### config.mk
export PLATFORM = sky130hd
export DESIGN_NAME = crc32_stream
export DESIGN_NICKNAME = d
export VERILOG_FILES = /design/src/rtl/crc32_stream.sv
export SDC_FILE = /design/constraint.sdc
export NUM_CORES = 1
export LEC_CHECK = 0
export BUFFER_PORTS_ARGS = -buffer_cell sky130_fd_sc_hd__buf_4
export CAP_MARGIN = 20
export CORE_MARGIN = 5
export CORE_UTILIZATION = 35
export CTS_CLUSTER_DIAMETER = 50
export DETAILED_ROUTE_END_ITERATION = 6
export PLACE_DENSITY = 0.65
export SLEW_MARGIN = 40
export SYNTH_ARGS = -nofsm -noshare
export SYNTH_HDL_FRONTEND = slang
export SYNTH_SLANG_ARGS = --single-unit
### constraint.sdc
create_clock -name clk -period 7.6 [get_ports clk]
set_clock_uncertainty 0.2 [all_clocks]
set_input_delay 0.76 -clock clk [delete_from_list [all_inputs] [get_ports clk]]
set_output_delay 0.76 -clock clk [all_outputs]
set_load 0.005 [all_outputs]
### src/rtl/crc32_stream.sv
// ----------------------------------------------------------------------------
// crc32_stream
//
// Streaming CRC generator/checker for the Ethernet MAC FCS paths. Accepts a
// framed byte stream (valid/ready, per-byte keep, first/last markers), folds
// up to DATA_BYTES bytes per beat into a 32-bit CRC register, and presents the
// final CRC plus a residue-match flag through a holding valid/ready handshake.
// Defaults give IEEE 802.3 CRC-32.
//
// Ports:
//   clk, rst      clock; synchronous active-high reset
//   s_valid       input beat valid
//   s_ready       block accepts a beat (low while a result is held)
//   s_data        input bytes, byte 0 = s_data[7:0] is first on the wire
//   s_keep        per-byte enables, contiguous from bit 0
//   s_first       first beat of a frame (restarts the CRC from INIT)
//   s_last        last beat of a frame
//   crc_valid     result available
//   crc_ready     consumer takes the result
//   crc_out       final CRC; crc_out[7:0] is the first FCS byte on the wire
//   crc_match     internal register equalled RESIDUE at end of frame
//   byte_count    bytes accumulated in the current/held frame (saturating)
//   busy          block is not idle
// ----------------------------------------------------------------------------
module crc32_stream #(
    parameter int unsigned DATA_BYTES  = 1,
    parameter logic [31:0] POLY        = 32'h04C11DB7,
    parameter logic [31:0] INIT        = 32'hFFFFFFFF,
    parameter logic [31:0] XOR_OUT     = 32'hFFFFFFFF,
    parameter bit          REFLECT_IN  = 1'b1,
    parameter bit          REFLECT_OUT = 1'b1,
    parameter logic [31:0] RESIDUE     = 32'hC704DD7B
) (
    input  logic                    clk,
    input  logic                    rst,
    input  logic                    s_valid,
    output logic                    s_ready,
    input  logic [8*DATA_BYTES-1:0] s_data,
    input  logic [DATA_BYTES-1:0]   s_keep,
    input  logic                    s_first,
    input  logic                    s_last,
    output logic                    crc_valid,
    input  logic                    crc_ready,
    output logic [31:0]             crc_out,
    output logic                    crc_match,
    output logic [15:0]             byte_count,
    output logic                    busy
);

    typedef enum logic [1:0] {
        ST_IDLE,
        ST_ACCUM,
        ST_HOLD
    } state_t;

    state_t      r_state;
    state_t      w_state_next;

    logic [31:0] r_crc;
    logic [31:0] r_crc_out;
    logic        r_crc_match;
    logic [15:0] r_byte_count;

    logic        w_accept;
    logic        w_take;
    logic [31:0] w_crc_base;
    logic [31:0] w_crc_next;
    logic [15:0] w_pop;
    logic [16:0] w_sum;
    logic [15:0] w_count_next;

    // ------------------------------------------------------------------------
    // Helpers
    // ------------------------------------------------------------------------
    function automatic logic [7:0] bitrev8(input logic [7:0] d);
        logic [7:0] r;
        r = '0;
        for (int unsigned i = 0; i < 8; i++) begin
            r[i] = d[7-i];
        end
        return r;
    endfunction

    function automatic logic [31:0] bitrev32(input logic [31:0] d);
        logic [31:0] r;
        r = '0;
        for (int unsigned i = 0; i < 32; i++) begin
            r[i] = d[31-i];
        end
        return r;
    endfunction

    // One byte through the MSB-first shift register. With REFLECT_IN the byte
    // is bit-reversed first so its LSB enters the register first.
    function automatic logic [31:0] crc_byte(input logic [31:0] c_in,
                                             input logic [7:0]  d_in);
        logic [31:0] c;
        logic [7:0]  d;
        logic        fb;
        c = c_in;
        d = REFLECT_IN ? bitrev8(d_in) : d_in;
        for (int unsigned k = 0; k < 8; k++) begin
            fb = c[31] ^ d[7-k];
            c  = {c[30:0], 1'b0} ^ (fb ? POLY : '0);
        end
        return c;
    endfunction

    // ------------------------------------------------------------------------
    // Beat acceptance
    // ------------------------------------------------------------------------
    assign w_accept = s_valid && s_ready;
    // Beats without s_first are dropped while idle; any accepted beat counts
    // while accumulating (s_first there restarts the frame).
    assign w_take   = w_accept && (s_first || (r_state == ST_ACCUM));

    assign w_crc_base = s_first ? INIT : r_crc;

    // Unrolled per-byte update in wire order; keep=0 bytes are skipped.
    always_comb begin
        w_crc_next = w_crc_base;
        for (int unsigned b = 0; b < DATA_BYTES; b++) begin
            if (s_keep[b]) begin
                w_crc_next = crc_byte(w_crc_next, s_data[8*b +: 8]);
            end
        end
    end

    always_comb begin
        w_pop = '0;
        for (int unsigned b = 0; b < DATA_BYTES; b++) begin
            w_pop = w_pop + 16'(s_keep[b]);
        end
    end

    // Running count saturates at 16'hFFFF rather than wrapping.
    assign w_sum        = {1'b0, r_byte_count} + {1'b0, w_pop};
    assign w_count_next = s_first ? w_pop
                                  : (w_sum[16] ? 16'hFFFF : w_sum[15:0]);

    // ------------------------------------------------------------------------
    // FSM: state register
    // ------------------------------------------------------------------------
    always_ff @(posedge clk) begin
        if (rst) begin
            r_state <= ST_IDLE;
        end else begin
            r_state <= w_state_next;
        end
    end

    // ------------------------------------------------------------------------
    // FSM: next-state logic
    // ------------------------------------------------------------------------
    always_comb begin
        w_state_next = r_state;
        case (r_state)
            ST_IDLE: begin
                if (w_take) begin
                    w_state_next = s_last ? ST_HOLD : ST_ACCUM;
                end
            end
            ST_ACCUM: begin
                if (w_take && s_last) begin
                    w_state_next = ST_HOLD;
                end
            end
            ST_HOLD: begin
                if (crc_ready) begin
                    w_state_next = ST_IDLE;
                end
            end
            default: w_state_next = ST_IDLE;
        endcase
    end

    // ------------------------------------------------------------------------
    // FSM: outputs
    // ------------------------------------------------------------------------
    always_comb begin
        s_ready   = 1'b1;
        crc_valid = 1'b0;
        busy      = 1'b1;
        case (r_state)
            ST_IDLE:  busy      = 1'b0;
            ST_ACCUM: s_ready   = 1'b1;
            ST_HOLD: begin
                s_ready   = 1'b0;
                crc_valid = 1'b1;
            end
            default: begin
                s_ready = 1'b1;
                busy    = 1'b0;
            end
        endcase
    end

    // ------------------------------------------------------------------------
    // Datapath registers
    // ------------------------------------------------------------------------
    always_ff @(posedge clk) begin
        if (rst) begin
            r_crc        <= INIT;
            r_crc_out    <= '0;
            r_crc_match  <= 1'b0;
            r_byte_count <= '0;
        end else if (w_take) begin
            r_crc        <= w_crc_next;
            r_byte_count <= w_count_next;
            // Result is captured on the last beat so it is already stable
            // on the first HOLD cycle.
            if (s_last) begin
                r_crc_out   <= (REFLECT_OUT ? bitrev32(w_crc_next) : w_crc_next)
                               ^ XOR_OUT;
                r_crc_match <= (w_crc_next == RESIDUE);
            end
        end
    end

    assign crc_out    = r_crc_out;
    assign crc_match  = r_crc_match;
    assign byte_count = r_byte_count;

endmodule

==> metrics.md, run 1 <==
| Metric | Value |
|---|---|
| Run status | `finished, final reports clean` |
| Clock Pin Slew Worst Setup and Hold Paths | `70 ps` |
| Final hold vios | `0` |
| Worst IR drop on VDD | `0.000112 V` |
| RSZ-0062 raised after global routing | `false` |
| First-pass GRT wire length | `22700 µm` |
| H-tree levels | `3` |
| Commonest cells in the synthesized netlist | `133 x nor2_1, 83 x dfxtp_1, 56 x nor3_1, 41 x clkbuf_1, 37 x xnor2_1` |
| Clock Root Buffer | `clkbuf_16` |
| Pwr dens | `250 mW/mm²` |
| Crit. End Element | `flip-flop` |
| Antenna violations before repair | `0` |
| Slew headroom | `0.499` |
| EDFF count, synth | `0` |
| Sink Count | `83` |
| Row cnt | `43` |
| Hold depth | `2` |
| Comb pwr share | `0.282` |
| Final period util | `0.531` |
| CTS max path bufs | `2` |
| CTS tree | `done` |
| Data required, critical path | `7690 ps` |
| Switching power | `0.449 mW` |
| Num CTS Buffers | `9` |
| Cell Int Power | `0.995 mW` |
| Skew-Pair Late Insertion Delay | `340 ps` |
| Ports | `67` |
| Worst-margin pin slew | `752 ps` |
| Post-CTS Setup Bufs | `0` |
| Flip-flop and latch count after synthesis | `83` |
| Cts hold-fix bufs | `0` |
| Global Route Usage Sum | `0.170` |
| Cell Area, Synth | `0.00490 mm²` |
| Fraction of registers with async set or reset after synthesis | `0` |
| ANT nets after route | `0` |
| Max-slew violations | `0` |
| Top post-synthesis cells by area | `dfxtp_1 34%, nor2_1 10%, xnor2_1 6.6%` |
| Number of gates resized after CTS | `0` |
| GPL Wtd Cong | `0.878` |
| Post-Route Setup TNS | `0 ps` |
| Via density | `5.53` |
| Warning count from the yosys run | `0` |
| Initial DRC count | `541` |
| Most frequent cell after synthesis | `nor2_1` |
| Post-synthesis net count | `641` |
| Crit-path slowest cell | `o211a_1` |
| Startpoint Class | `flip-flop` |
| Number of global-route vias before repair | `4343` |
| Starting density of the core | `0.354` |
| GRT Residual Overflow | `0` |
| LEAKAGE | `2.27 nW` |
| Sequential Power Share | `0.345` |
| Die H | `128 µm` |
| Max frequency | `248 MHz` |
| P&R area growth vs syn | `17.8%` |
| DP Wirelength | `9790 µm` |
| Area leader, netlist | `dfxtp_1` |
| R2R depth | `10` |
| Drt pass-1 iters | `5` |
| Final min period | `4040 ps` |
| Most used DFF post-synth | `dfxtp_1` |
| CP cell instances | `inv_1 > ha_1 > inv_1 > o211a_1 > nand2_2 > or4b_1 > or4_1 > or4_1 > nor4_2 > a31o_1` |
| Placeable Area | `0.0138 mm²` |
| Vias | `4605` |
| Wire per inst | `16.9 µm` |
| Unique masters post-synth | `54` |
| Yosys top cell area share | `0.339` |
| Pin count of the biggest net entering global routing | `85` |
| Die X-Extent | `128 µm` |
| Worst Path Arrival | `4120 ps` |
| Final core occ | `0.417` |
| Sequential area share after synthesis | `0.339` |
| Critical-path maximum fanout | `21` |
| Clk pwr share | `0.372` |
| Reg2Reg Setup Slack | `3560 ps` |
| DIE AREA | `0.0165 mm²` |
| Worst Hold Class | `flip-flop to flip-flop` |
| Switching part of the total | `0.311` |
| Avg Cell Area, Syn | `7.89 µm²` |
| Remaining DRCs | `0` |
| Setup Viol. Count Final | `0` |
| WL final | `14000 µm` |
| Share of post-route cells with drive strength above 1 | `0.141` |
| Crit-path max cell delay | `660 ps` |
| Max-cap viol count | `0` |
| Gate Count Post-Synth | `621` |
| Setup CP Type | `flip-flop to flip-flop` |
| I/O Buffers | `66` |
| N_diodes | `0` |
| Final #Nets | `667` |
==> critical path, delay by kind of cell, from the launching register on <==
family                     cells  cell delay [ps]
buffers and inverters          2              190
and+or+nand+nor                5             2160
adders and majority gates      1              240
DFF                            1              350
AOI/OAI and AO/OA              2              840
==> cells in the final DEF (no fill, tap or decap), types with 3 or more instances in the layout <==
cell type	instances
and3_1	3
nor3_1	56
or3_1	11
nand2_1	16
xnor3_1	8
buf_4	69
o21ai_0	25
bufinv_16	4
a21oi_1	25
a211oi_1	12
a211o_1	25
ha_1	5
nand4_1	3
xnor2_1	37
xor2_1	15
o211ai_1	5
nand3_1	8
a41oi_1	4
mux2i_1	6
a31oi_1	19
clkbuf_16	9
dfxtp_1	83
o22ai_1	10
inv_1	16
or4_1	6
nor2_1	133
nand3b_1	5
==> cell type report <==
class | count | area (µm²)
multi-input combinational | 467 | 2930
fill | 1354 | 8060
inverter | 16 | 60.1
clock buffer | 10 | 229
clock inverter | 6 | 136
tap | 180 | 225
sequential | 83 | 1660
timing repair buffer | 70 | 529
==> logic make-up (layout without fill, tap and decap cells) <==
family | after synthesis | after routing | share of synthesized area
muxes | 6 | 6 | 0.0123
DFF | 83 | 83 | 0.339
xor gates and xnor gates | 64 | 64 | 0.145
buffers and inverters | 71 | 102 | 0.0631
adders and majority gates | 5 | 5 | 0.0128
and+or+nand+nor | 253 | 253 | 0.237
AOI/OAI and AO/OA | 139 | 139 | 0.190
==> path summary, 6_finish.rpt <==
path	end	startpoint
hold / removal	crc_out[27]	crc_out[27]
hold reg to reg	crc_out[27]	crc_out[27]
setup reg to reg	crc_match	r_state[0]
setup / recovery	crc_match	r_state[0]
==> per-layer routing <==
metal,vias to the layer above,track usage,part of all wire
met5,-,0,0
met1,2170,0.223,0.43
met2,170,0.284,0.49
met3,30,0.0329,0.064
li1,2235,-,-
met4,0,0.0512,0.024
==> sequential cells by signal (all words and copies together), names as in the netlist <==
signal      flops
byte_count     16
r_state         2
crc_out        32
r_crc          32
crc_match       1
==> power groups by stage <==
stage	clock network (mW)	registers, mW	logic [mW]
floorplan	0	0.496	0.301
global placement	0	0.506	0.398
detailed placement	0	0.507	0.403
CTS	0.544	0.498	0.405
global route	0.560	0.502	0.444
finish	0.538	0.498	0.408
==> through the flow <==
step | hold WS (ps) | instances | total power [mW] | setup slack, ps | cell area [µm²]
floorplan | 253 | 621 | 0.797 | 4460 | 4900
global placement | 254 | 816 | 0.905 | 3370 | 5400
detailed placement | 255 | 816 | 0.910 | 3320 | 5400
CTS | 269 | 832 | 1.45 | 3590 | 5760
global route | 304 | 832 | 1.51 | 3340 | 5770
finish | 267 | 832 | 1.44 | 3560 | 5770
(Power assumes the default switching activity.)
==> run 2: changes to the inputs <==
--- a/config.mk
+++ b/config.mk
@@ -11,7 +11,7 @@
 export CORE_UTILIZATION = 35
 export CTS_CLUSTER_DIAMETER = 50
 export DETAILED_ROUTE_END_ITERATION = 6
-export PLACE_DENSITY = 0.65
+export PLACE_DENSITY = 0.67
 export SLEW_MARGIN = 40
 export SYNTH_ARGS = -nofsm -noshare
 export SYNTH_HDL_FRONTEND = slang
==> constraint.sdc (replaced) <==
create_clock -name clk -period 3.33 [get_ports clk]
set_clock_uncertainty 0.2 [all_clocks]
set_input_delay 0.333 -clock clk [delete_from_list [all_inputs] [get_ports clk]]
set_output_delay 0.333 -clock clk [all_outputs]
set_load 0.005 [all_outputs]
==> metrics.md, run 2 (synthesis results as in run 1) <==
| Metric | Value |
|---|---|
| Crit path buf inv count | `2 (unchanged)` |
| Met2 usage | `0.294 (+0.00950)` |
| Final core occ | `0.423 (+0.00615)` |
| Cell Area, Placed | `0.00555 mm² (+2.7%)` |
| CTS tree | `done` |
| Worst flop-to-flop path endpoint | `crc_match` |
| Antenna violations before repair | `0 (unchanged)` |
| Die H | `128 µm (unchanged)` |
| Hold Slack | `205 ps (-61.5 ps)` |
| Data required, critical path | `3420 ps (-4270 ps)` |
| GPL Wtd Cong | `0.919 (+4.6%)` |
| Vias | `4778 (+3.8%)` |
| Reg2Reg Setup Slack | `150 ps (-3420 ps)` |
| Max frequency | `314 MHz (+27%)` |
| Overall Power | `3.12 mW (+120%)` |
| Skew-Pair Late Insertion Delay | `340 ps (about the same)` |
| Clock Pin Slew Worst Setup and Hold Paths | `60 ps (about the same)` |
| DP Wirelength | `10200 µm (+4.6%)` |
| CP top delay family | `simple AND/OR/NAND/NOR gates` |
| Via density | `5.62 (+1.6%)` |
| Max-cap viol count | `0 (unchanged)` |
| First-pass GRT wire length | `23200 µm (+2.3%)` |
| Fin area | `0.00585 mm² (+1.5%)` |
| RSZ-0062 raised after global routing | `false` |
| R2R depth | `10 (unchanged)` |
| Most common cell after layout, fill and taps aside | `nor2_1` |
| Worst IR drop on VDD | `0.000246 V (+120%)` |
| Setup CP Type | `flip-flop to flip-flop` |
| Sink Count | `83 (unchanged)` |
| Die X-Extent | `128 µm (unchanged)` |
| LEAKAGE | `2.34 nW (+3.0%)` |
| Num CTS Buffers | `9 (unchanged)` |
| Pwr dens | `533 mW/mm² (+110%)` |
| DIE AREA | `0.0165 mm² (unchanged)` |
| CP cell instances | `inv_1 > ha_1 > inv_1 > o211a_1 > nand2_2 > or4b_1 > or4_1 > or4_1 > nor4_2 > a31o_1` |
| ANT nets after route | `0 (unchanged)` |
| Cts hold-fix bufs | `0 (unchanged)` |
| Crit-path slowest cell | `or4b_1` |
| CTS max path bufs | `2 (unchanged)` |
| Wire per inst | `17.0 µm (+0.86%)` |
| Fillers | `1378 (+1.8%)` |
| Share of post-route cells with drive strength above 1 | `0.166 (+0.0246)` |
| Drt pass-1 iters | `5 (unchanged)` |
| Final min period | `3180 ps (-851 ps)` |
| Starting density of the core | `0.354 (unchanged)` |
| Post-CTS Setup Bufs | `0 (unchanged)` |
| Slew headroom | `0.582 (+0.0833)` |
| Final period util | `0.956 (+0.425)` |
| Remaining DRCs | `0 (unchanged)` |
| Worst Path Arrival | `3270 ps (-850 ps)` |
| Critical-path maximum fanout | `3 (-86%)` |
| Start of the worst register-to-register path | `r_state[0]` |
| Initial DRC count | `484 (-11%)` |
| WL final | `14500 µm (+3.0%)` |
| H-tree levels | `3 (unchanged)` |
| Final hold vios | `0 (unchanged)` |
| Setup Viol. Count Final | `0 (unchanged)` |
| Worst Hold Class | `input pin to flip-flop` |
| Placeable Area | `0.0138 mm² (unchanged)` |
| Post-Route Setup TNS | `0 ps (unchanged)` |
| Met3 GRT Util | `0.0442 (+0.0113)` |
| Worst-margin pin slew | `620 ps (-132 ps)` |
| N_diodes | `0 (unchanged)` |
| Worst Hold Path EP | `r_state[1]` |
| Crit. End Element | `flip-flop` |
| P&R area growth vs syn | `19.5%` |
| I/O Buffers | `66 (unchanged)` |
| Max-slew violations | `0 (unchanged)` |
| Most frequent cells in the layout | `133 x nor2_1, 86 x buf_4, 83 x dfxtp_1` |
| Met1 Use GR | `0.217 (-0.00517)` |
| Crit-path max cell delay | `530 ps (-130 ps)` |
| Startpoint Class | `flip-flop` |
| Global Route Usage Sum | `0.175 (+0.00516)` |
| Clock Root Buffer | `clkbuf_16` |
| Number of global-route vias before repair | `4465 (+2.8%)` |
| GR peak layer | `met2` |
| Final #Nets | `685 (+2.7%)` |
| Pin count of the biggest net entering global routing | `84 (-1.2%)` |
| Run status | `finished, final reports clean` |
| Ports | `67 (unchanged)` |
| Hold depth | `3 (+1)` |
| GRT Residual Overflow | `0 (unchanged)` |
| Worst hold start | `s_last` |
| Row cnt | `43 (unchanged)` |
-- run 2: stage by stage --
stage / worst slack (ps) / instances
floorplan: 414 / 621
detailed placement: 98.2 / 834
global route: 20.5 / 850
CTS: 48.8 / 850
finish: 145 / 850
global placement: 89.5 / 834
-- run 2: worst reg2reg max path: stages, from the launching register on --
cell,delay [ps]
dfxtp_1,370
inv_1,80
ha_1,230
inv_1,150
o211a_1,220
nand2_2,70
or4b_1,530
or4_1,480
or4_1,440
nor4_2,190
a31o_1,180
-- run 2: metal layers --
layer	up-vias	wire, µm
met5	-	0
met4	0	362
met3	31	1000
met2	200	7020
met1	2265	6090
li1	2282	-
-- run 2: area by class of cell --
class                      count  area (µm²)  area share
inverter                      16        60.1      0.0103
multi-input combinational    467        2930       0.501
sequential                    83        1660       0.284
clock buffer                  11         243      0.0415
clock inverter                 5        52.6     0.00898
timing repair buffer          88         677       0.116
tap                          180         225      0.0385
-- run 2: repair_timing --
action | 4_1_cts | 5_1_grt
gates resized for setup | 0 | 1
endpoints found under the hold margin | 0 | 0
setup endpoints to repair | 0 | 1
-- run 2: worst max path at each step --
stage               start  cells past startpoint         to  slack, ps
2_1_floorplan  r_state[0]                     11  crc_match        410
3_3_place_gp      s_first                      8  crc_match         90
3_5_place_dp      s_first                      8  crc_match        100
4_1_cts         r_crc[28]                      8  crc_match         50
5_1_grt        r_state[0]                     10  crc_match         20
6_report       r_state[0]                     10  crc_match        150
-- run 2: report_power, final --
group | internal (mW) | leakage (nW) | switching [mW] | total [mW]
clock network | 0.598 | 0.145 | 0.404 | 1.00
logic | 0.430 | 1.51 | 0.547 | 0.978
registers | 1.07 | 0.680 | 0.0761 | 1.14
==> run 3: changes to the inputs <==
--- a/config.mk
+++ b/config.mk
@@ -12,6 +12,7 @@
 export CTS_CLUSTER_DIAMETER = 50
 export DETAILED_ROUTE_END_ITERATION = 6
 export PLACE_DENSITY = 0.67
+export RECOVER_POWER = 100
 export SLEW_MARGIN = 40
 export SYNTH_ARGS = -nofsm -noshare
 export SYNTH_HDL_FRONTEND = slang
==> metrics.md, run 3 (synthesis results as in run 1) <==
| Metric | Value |
|---|---|
| Worst Path Arrival | `3280 ps (about the same)` |
| Ports | `67 (unchanged)` |
| I/O Buffers | `66 (unchanged)` |
| Final period util | `0.958 (+0.00128)` |
| Fin cells | `850 (unchanged)` |
| CTS tree | `done` |
| Num CTS Buffers | `9 (unchanged)` |
| Start of the worst register-to-register path | `r_state[0]` |
| Hold depth | `3 (unchanged)` |
| Data required, critical path | `3420 ps (about the same)` |
| Die H | `128 µm (unchanged)` |
| Slew headroom | `0.378 (-0.204)` |
| Placeable Area | `0.0138 mm² (unchanged)` |
| Number of global-route vias before repair | `4465 (unchanged)` |
| Global Route Usage Sum | `0.175 (unchanged)` |
| M1 wire length | `6010 µm (-1.3%)` |
| First-pass GRT wire length | `23200 µm (unchanged)` |
| N_diodes | `0 (unchanged)` |
| Antenna violations before repair | `0 (unchanged)` |
| P&R area growth vs syn | `18.6%` |
| Die X-Extent | `128 µm (unchanged)` |
| Initial DRC count | `416 (-14%)` |
| Critical-path maximum fanout | `3 (unchanged)` |
| Remaining DRCs | `0 (unchanged)` |
| GRT Residual Overflow | `0 (unchanged)` |
| Final #Nets | `685 (unchanged)` |
| ANT nets after route | `0 (unchanged)` |
| DP Wirelength | `10200 µm (unchanged)` |
| Max-cap viol count | `0 (unchanged)` |
| Starting density of the core | `0.354 (unchanged)` |
| Most frequent cells in the layout | `134 x nor2_1, 83 x dfxtp_1, 56 x nor3_1` |
| Worst-margin pin slew | `933 ps (+312 ps)` |
| CTS max path bufs | `2 (unchanged)` |
| Fin area | `0.00581 mm² (-0.77%)` |
| Drt pass-1 iters | `6 (+1)` |
| Worst Hold Path EP | `r_state[1]` |
| Vias | `4752 (-0.54%)` |
| Post-CTS Setup Bufs | `0 (unchanged)` |
| LEAKAGE | `2.28 nW (-2.6%)` |
| Skew-Pair Late Insertion Delay | `340 ps (about the same)` |
| RSZ-0062 raised after global routing | `false` |
| DR top layer | `met4` |
| Startpoint Class | `flip-flop` |
| H-tree levels | `3 (unchanged)` |
| Setup CP Type | `flip-flop to flip-flop` |
| Via density | `5.59 (-0.54%)` |
| Sink Count | `83 (unchanged)` |
| Post-Route Setup TNS | `0 ps (unchanged)` |
| Inst Count DP | `834 (unchanged)` |
| Row cnt | `43 (unchanged)` |
| Run status | `finished, final reports clean` |
| Final min period | `3190 ps (+4.28 ps)` |
| GPL Wtd Cong | `0.919 (unchanged)` |
| DIE AREA | `0.0165 mm² (unchanged)` |
| Pin count of the biggest net entering global routing | `84 (unchanged)` |
| Worst flop-to-flop path endpoint | `crc_match` |
| Met3 WL post-DR | `1020 µm (+1.5%)` |
| Crit. End Element | `flip-flop` |
| Reg2Reg Setup Slack | `140 ps (about the same)` |
| Max frequency | `314 MHz (-0.13%)` |
| Cell Area, Placed | `0.00555 mm² (unchanged)` |
| Worst Hold Class | `input pin to flip-flop` |
| WL final | `14400 µm (-0.77%)` |
| Final hold vios | `0 (unchanged)` |
| Max-slew violations | `0 (unchanged)` |
| R2R depth | `10 (unchanged)` |
| Wire per inst | `16.9 µm (-0.77%)` |
| Setup Viol. Count Final | `0 (unchanged)` |
| Pwr dens | `534 mW/mm² (+0.19%)` |
| Clock Pin Slew Worst Setup and Hold Paths | `60 ps (about the same)` |
| Worst hold start | `s_last` |
| Clock Root Buffer | `clkbuf_16` |
| Most common cell after layout, fill and taps aside | `nor2_1` |
| DR WL met2 | `6980 µm (-0.56%)` |
| Share of post-route cells with drive strength above 1 | `0.151 (-0.0149)` |
| Overall Power | `3.10 mW (-0.58%)` |
| Worst IR drop on VDD | `0.000248 V (+0.65%)` |
-- run 3: cell types whose count changed in the layout (fill, tap and decap cells not counted), moves of 2 or more --
cell,previous run,this run
xnor2_2,2,0
clkbuf_4,0,49
buf_4,86,30
xnor2_1,37,39
clkbuf_1,1,7
-- run 3: worst max-delay path, stage by stage, from the launching register on --
cell     delay [ps]
dfxtp_1         360
inv_1            80
ha_1            230
inv_1           150
o211a_1         210
nand2_1          70
or4b_1          530
or4_1           480
or4_1           440
nor4_2          190
a31o_1          180
-- run 3: worst max path at each step --
stage                          start   endpoint  slack [ps]  depth (start not counted)
after floorplan           r_state[0]  crc_match         410                         11
after global placement       s_first  crc_match          90                          8
after detailed placement     s_first  crc_match         100                          8
after CTS                  r_crc[28]  crc_match          50                          8
after global routing      r_state[0]  crc_match          20                         10
final                     r_state[0]  crc_match         140                         10
-- run 3: through the flow --
| stage | utilization | setup WS, ps | hold WS (ps) |
|---|---|---|---|
| after global routing | 0.420 | 19.1 | 203 |
| after CTS | 0.422 | 48.8 | 201 |
| after detailed placement | 0.401 | 98.2 | 277 |
| after floorplan | - | 414 | 253 |
| final | 0.420 | 141 | 202 |
| after global placement | 0.401 | 89.5 | 266 |
-- run 3: routing by layer --
| metal | vias to the layer above | track usage |
|---|---|---|
| met3 | 33 | 0.0442 |
| met1 | 2245 | 0.217 |
| met2 | 193 | 0.294 |
| met4 | 0 | 0.0643 |
| li1 | 2281 | - |
| met5 | - | 0 |
-- run 3: power by group --
group	switching, mW	internal [mW]
clock	0.402	0.597
combinational	0.542	0.420
sequential	0.0747	1.07
-- run 3: repair_timing --
item                                    4_1_cts  5_1_grt
hold buffers                                  0        0
gates resized for setup                       0        1
hold endpoints to repair                      0        0
endpoints found under the setup margin        0        1
-- run 3: final cells by class --
type	count	area (µm²)
fillers	1381	8020
multi-input cells	467	2910
flip-flops and latches	83	1660
repair buffers	88	652
clock buffers	11	243
well taps	180	225
inverters	16	60.1
clock inverters	5	52.6
